**src/rtl/fifo_pkg.sv**
```systemverilog
// Shared definitions for the synchronous FWFT FIFO and its read-side masters.
// Latency: n/a (package only).
// Backpressure: n/a (package only).
//
// Contents:
//   FIFO_DATA_WIDTH  default word width shared by the FIFO and its readers
//   burst_state_t    burst reader FSM states
//   burst_len_legal  length check used when a burst is requested
package fifo_pkg;

  localparam int FIFO_DATA_WIDTH = 32;

  typedef enum logic [1:0] {
    IDLE   = 2'd0,
    STREAM = 2'd1,
    DRAIN  = 2'd2
  } burst_state_t;

  // A burst must move at least one word and no more than the reader can count.
  function automatic logic burst_len_legal(input int unsigned len,
                                           input int unsigned max_len);
    return (len != 0) && (len <= max_len);
  endfunction

endpackage

```
**src/rtl/fifo_burst_reader.sv**
```systemverilog
// Pops exactly burst_len words from an FWFT FIFO onto a registered valid/ready stream.
// Latency: FIFO head to m_valid is 1 cycle; 1 word/cycle while FIFO non-empty and m_ready high.
// Backpressure: a stalled word holds m_data/m_last; no pop while m_valid && !m_ready.
//
// Ports:
//   clk, reset_n                 clock, asynchronous active-low reset
//   start, burst_len             burst request (sampled in IDLE only)
//   abort                        stop popping, finish the in-flight word, return to IDLE
//   fifo_empty, fifo_data        FIFO status and combinational head word
//   fifo_cs, fifo_rd_en          FIFO select / pop strobe (same cycle as the pop)
//   m_valid, m_data, m_last      output stream, m_ready downstream accept
//   busy, done, aborted          status: non-IDLE, completion pulse, completion-was-abort
//   err_len                      pulse when start carries an illegal length
//   words_left                   words still to be popped in the current burst
module fifo_burst_reader
  import fifo_pkg::*;
#(
  parameter  int DATA_WIDTH = FIFO_DATA_WIDTH,
  parameter  int MAX_BURST  = 256,
  localparam int LEN_W      = $clog2(MAX_BURST + 1)
) (
  input  logic                  clk,
  input  logic                  reset_n,
  input  logic                  start,
  input  logic [LEN_W-1:0]      burst_len,
  input  logic                  abort,
  input  logic                  fifo_empty,
  input  logic [DATA_WIDTH-1:0] fifo_data,
  output logic                  fifo_cs,
  output logic                  fifo_rd_en,
  output logic                  m_valid,
  output logic [DATA_WIDTH-1:0] m_data,
  output logic                  m_last,
  input  logic                  m_ready,
  output logic                  busy,
  output logic                  done,
  output logic                  aborted,
  output logic                  err_len,
  output logic [LEN_W-1:0]      words_left
);

  burst_state_t state;
  logic         abort_pend;  // DRAIN was entered because of an abort
  logic         accept;
  logic         pop;
  logic         len_ok;

  assign accept = m_valid && m_ready;
  assign len_ok = burst_len_legal(32'(burst_len), 32'(MAX_BURST));

  // The output register may refill in the same cycle its word is accepted,
  // which is what gives back-to-back throughput.
  always_comb begin
    pop = (state == STREAM) && !fifo_empty && !abort &&
          (!m_valid || m_ready) && (words_left != '0);
  end

  assign fifo_rd_en = pop;
  assign fifo_cs    = pop;
  assign busy       = (state != IDLE);

  always_ff @(posedge clk or negedge reset_n) begin
    if (!reset_n) begin
      state      <= IDLE;
      abort_pend <= 1'b0;
      m_valid    <= 1'b0;
      m_data     <= '0;
      m_last     <= 1'b0;
      done       <= 1'b0;
      aborted    <= 1'b0;
      err_len    <= 1'b0;
      words_left <= '0;
    end else begin
      done    <= 1'b0;
      aborted <= 1'b0;
      err_len <= 1'b0;

      // Output register: load on pop, otherwise empty on handshake, else hold.
      if (pop) begin
        m_data     <= fifo_data;
        m_valid    <= 1'b1;
        m_last     <= (words_left == LEN_W'(1));
        words_left <= words_left - LEN_W'(1);
      end else if (accept) begin
        m_valid <= 1'b0;
        m_last  <= 1'b0;
      end

      case (state)
        IDLE: begin
          abort_pend <= 1'b0;
          if (start) begin
            if (len_ok) begin
              words_left <= burst_len;
              state      <= STREAM;
            end else begin
              err_len <= 1'b1;
            end
          end
        end

        STREAM: begin
          if (pop && (words_left == LEN_W'(1))) begin
            state <= DRAIN;
          end else if (abort) begin
            // abort blocks pop, so only the already-registered word can remain.
            if (m_valid && !m_ready) begin
              abort_pend <= 1'b1;
              state      <= DRAIN;
            end else begin
              done    <= 1'b1;
              aborted <= 1'b1;
              state   <= IDLE;
            end
          end
        end

        DRAIN: begin
          // External abort is irrelevant here: nothing is left to pop.
          if (accept) begin
            done       <= 1'b1;
            aborted    <= abort_pend;
            abort_pend <= 1'b0;
            state      <= IDLE;
          end
        end

        default: state <= IDLE;
      endcase
    end
  end

endmodule
```
**config.mk**
```make
export PLATFORM = sky130hd
export DESIGN_NAME = fifo_burst_reader
export DESIGN_NICKNAME = d
export VERILOG_FILES = /design/src/rtl/fifo_pkg.sv /design/src/rtl/fifo_burst_reader.sv
export SDC_FILE = /design/constraint.sdc
export NUM_CORES = 1
export LEC_CHECK = 0
export ABC_CLOCK_PERIOD_IN_PS = 2300
export CAP_MARGIN = 5
export CORE_AREA = 2 2 81 90
export CTS_CLUSTER_DIAMETER = 50
export DETAILED_ROUTE_END_ITERATION = 7
export DIE_AREA = 0 0 83 92
export GPL_ROUTABILITY_DRIVEN = 0
export GPL_TIMING_DRIVEN = 1
export PLACE_DENSITY = 0.71
export SYNTH_ARGS = -nofsm -noshare
export SYNTH_HDL_FRONTEND = slang
export SYNTH_SLANG_ARGS = --single-unit
```
**constraint.sdc**
```tcl
create_clock -name clk -period 2.3 [get_ports clk]
set_input_delay 0.345 -clock clk [delete_from_list [all_inputs] [get_ports clk]]
set_output_delay 0.345 -clock clk [all_outputs]
set_load 0.005 [all_outputs]
```
==> results.tsv <==
stage	metric	value	unit
sta	Slew @ Worst Pin	621	ps
floorplan	die width	83	µm
routing	Vias	1737	
setup_path	crit path kind	reg2out	
clock_tree	clk sink count	49	
clock_tree	CTS root buf	clkbuf_8	
routing	mean number of vias per cell	4.68	
global_routing	first-pass GRT wire length	8.48	mm
synthesis	Top FF cell, synth	dfrtp_1	
synthesis	top cells by area, synth	dfrtp_1 (54%), mux2_2 (20%), ha_1 (3.8%), nand2_1 (2.3%), xor2_1 (1.9%)	
finish	Final Net Count	339	
floorplan	Rows	32	
routing	Final ANT Viol Nets	0	
setup_path	CP arrival	1780	ps
sta	Slew Viols, Final	0	
power	Pleak	1.51	nW
synthesis	Seq/Total Area, Yosys	53.6	%
clock_tree	H-tree levels	2	
sta	setup TNS	0	ps
power	PwrDens	1130	mW/mm²
power	Max VDD drop	0.521	mV
floorplan	initial core utilization	33.4	%
routing	DRC	0	
clock_tree	Clk Latency, worst-skew pair	300	ps
synthesis	Yosys reg bits	49	
synthesis	post-synthesis area per instance	12.8	µm²
sta	Final Hold Viols	0	
synthesis	Synth cell types	35	
power	Pwr Total	3.98	mW
sta	Slew HR	58.6	%
clock_tree	Clock Path Buffers	2	
synthesis	Mapped Nets	233	
synthesis	count leader, synth	dfrtp_1	
sta	Clock Skew	6.96	ps
synthesis	top cell type's share of synthesized area	53.6	%
routing	final WL	5.05	mm
routing	First-pass DRT Iterations	4	
global_routing	largest net degree at the start of global routing	50	
sta	final setup violation count	0	
synthesis	Synth Warn #	0	
sta	fmax	471	MHz
finish	Layout fillers	603	
clock_tree	clk slew on worst S/H paths	90	ps
floorplan	full die area	0.00764	mm²
synthesis	synthesized area	0.00229	mm²
hold_path	Hold/Removal Path Class	in2async	
setup_path	Worst Path Required	1960	ps
setup_path	CP Max Fanout	5	
floorplan	Die Ht	92	µm
sta	Final period util	92.3	%
synthesis	Post-synth ARST share	100	%
setup_path	CP endpoint kind	primary output	
sta	Tmin final	2120	ps
synthesis	EDFF count, synth	0	
clock_tree	total CTS buffers	5	
synthesis	gate count after technology mapping	179	
job	max-cap violations	0	
routing	Initial DRC Count	78	
synthesis	synth cell count leaders	dfrtp_1 (49), mux2_2 (40), nand2_1 (14)	
clock_tree	CTS tree	built	
placed_design	DP Wirelength	3.77	mm
finish	ANT cells	0	
floorplan	CORE AREA	0.00685	mm²
global_routing	GRT overflow	0	
global_routing	Tot GR Track Use	13.6	%
finish	Area growth syn-to-layout	54.0	%
setup_path	Worst R2R Path Depth	5	
run_status	status	finished clean	
synthesis	Yosys top cell by area	dfrtp_1	
global_routing	initial antenna violation count	0	
routing	Routed WL per cell	13.6	µm
placed_design	Buffers on Ports	95	
global_routing	vias in the first global route	1824	
finish	share of cells above drive strength 1	23.8	%
setup_path	crit start category	flip-flop	
sta	RSZ-0062 raised after global routing	no	
floorplan	io pins	96	
-- cells in the final DEF, fill, tap and decap left out, drive strengths merged, types with 3 or more instances in the layout --
master and count:
nor4 7, nor3 3, buf 12, dfrtp 49, inv 7, clkdlybuf4s50 92, mux2 40, nand3 6
clkbuf 6, mux2i 3, nand2b 3, nand2 14, nor2 4, xor2 5, ha 7, o21ai 5
-- layer usage --
layer	part of all wire (%)	track usage, %	vias to the layer above
met5	0	0	-
met4	0.67	3.28	0
met3	7.7	5.58	4
met2	50	23.8	57
met1	41	15.6	831
li1	-	-	845
-- power by group --
group | internal (mW) | switching (mW) | total, mW
sequential | 1.25 | 0.258 | 1.51
combinational | 1.23 | 0.600 | 1.83
clock | 0.354 | 0.291 | 0.644
-- sequential cells by signal, summed over array words and instances, names as in the netlist --
name / count
done: 1
m_valid: 1
m_last: 1
m_data: 32
words_left: 9
err_len: 1
state: 2
abort_pend: 1
aborted: 1
-- layout make-up --
| class | count | area (µm²) | share of cell area, % |
|---|---|---|---|
| Tap cell | 85 | 106 | 3.02 |
| Clock buffer | 6 | 82.6 | 2.35 |
| Inverter | 7 | 26.3 | 0.746 |
| Multi-Input combinational cell | 116 | 1000 | 28.5 |
| Sequential cell | 49 | 1230 | 34.8 |
| Timing Repair Buffer | 106 | 1040 | 29.5 |
| Clock inverter | 2 | 37.5 | 1.07 |
-- critical path: stages (launching register included) --
cell           delay, ps
dfrtp_1              450
nor3_2               240
nand2_1              160
o31ai_4              270
inv_1                 90
dlygate4sd2_1        270
-- worst paths after layout --
kind                                    startpoint                      end  slack [ps]
max in group asynchronous                  reset_n      m_valid$_DFFE_PN0P_        1740
min in group clk             m_data[0]$_DFFE_PN0N_    m_data[0]$_DFFE_PN0N_         510
max reg2reg                words_left[4]$_DFF_PN0_   m_data[18]$_DFFE_PN0N_         200
min                                        reset_n  words_left[6]$_DFF_PN0_         130
max                        words_left[4]$_DFF_PN0_                  fifo_cs         180
min reg2reg                  m_data[0]$_DFFE_PN0N_    m_data[0]$_DFFE_PN0N_         510
-- through the flow --
| step | area, µm² | setup WS (ps) | hold slack [ps] | util (%) | instances |
|---|---|---|---|---|---|
| 2_1_floorplan | 2290 | 353 | 49.4 | - | 179 |
| 3_3_place_gp | 3370 | 32.5 | 486 | 49.3 | 361 |
| 3_5_place_dp | 3370 | 21.7 | 492 | 49.3 | 361 |
| 4_1_cts | 3520 | 147 | 161 | 51.4 | 371 |
| 5_1_grt | 3520 | 23.2 | 184 | 51.4 | 371 |
| 6_report | 3520 | 177 | 126 | 51.4 | 371 |
-- timing repair --
item / in CTS / in global routing
resized for setup: 7 / 0
hold buffers: 0 / 0
setup buffers: 2 / 0
setup endpoints to repair: 2 / 0
-- cell families after synthesis --
group	after synthesis	synth area share [%]
adders and majority gates	7	3.83
muxes	43	21.0
AOI/OAI and AO/OA	15	4.43
and+or+nand+nor	45	11.2
DFF	49	53.6
buffers and inverters	14	3.56
xor gates and xnor gates	6	2.30
Note: power is estimated with default switching activity, not from simulation.
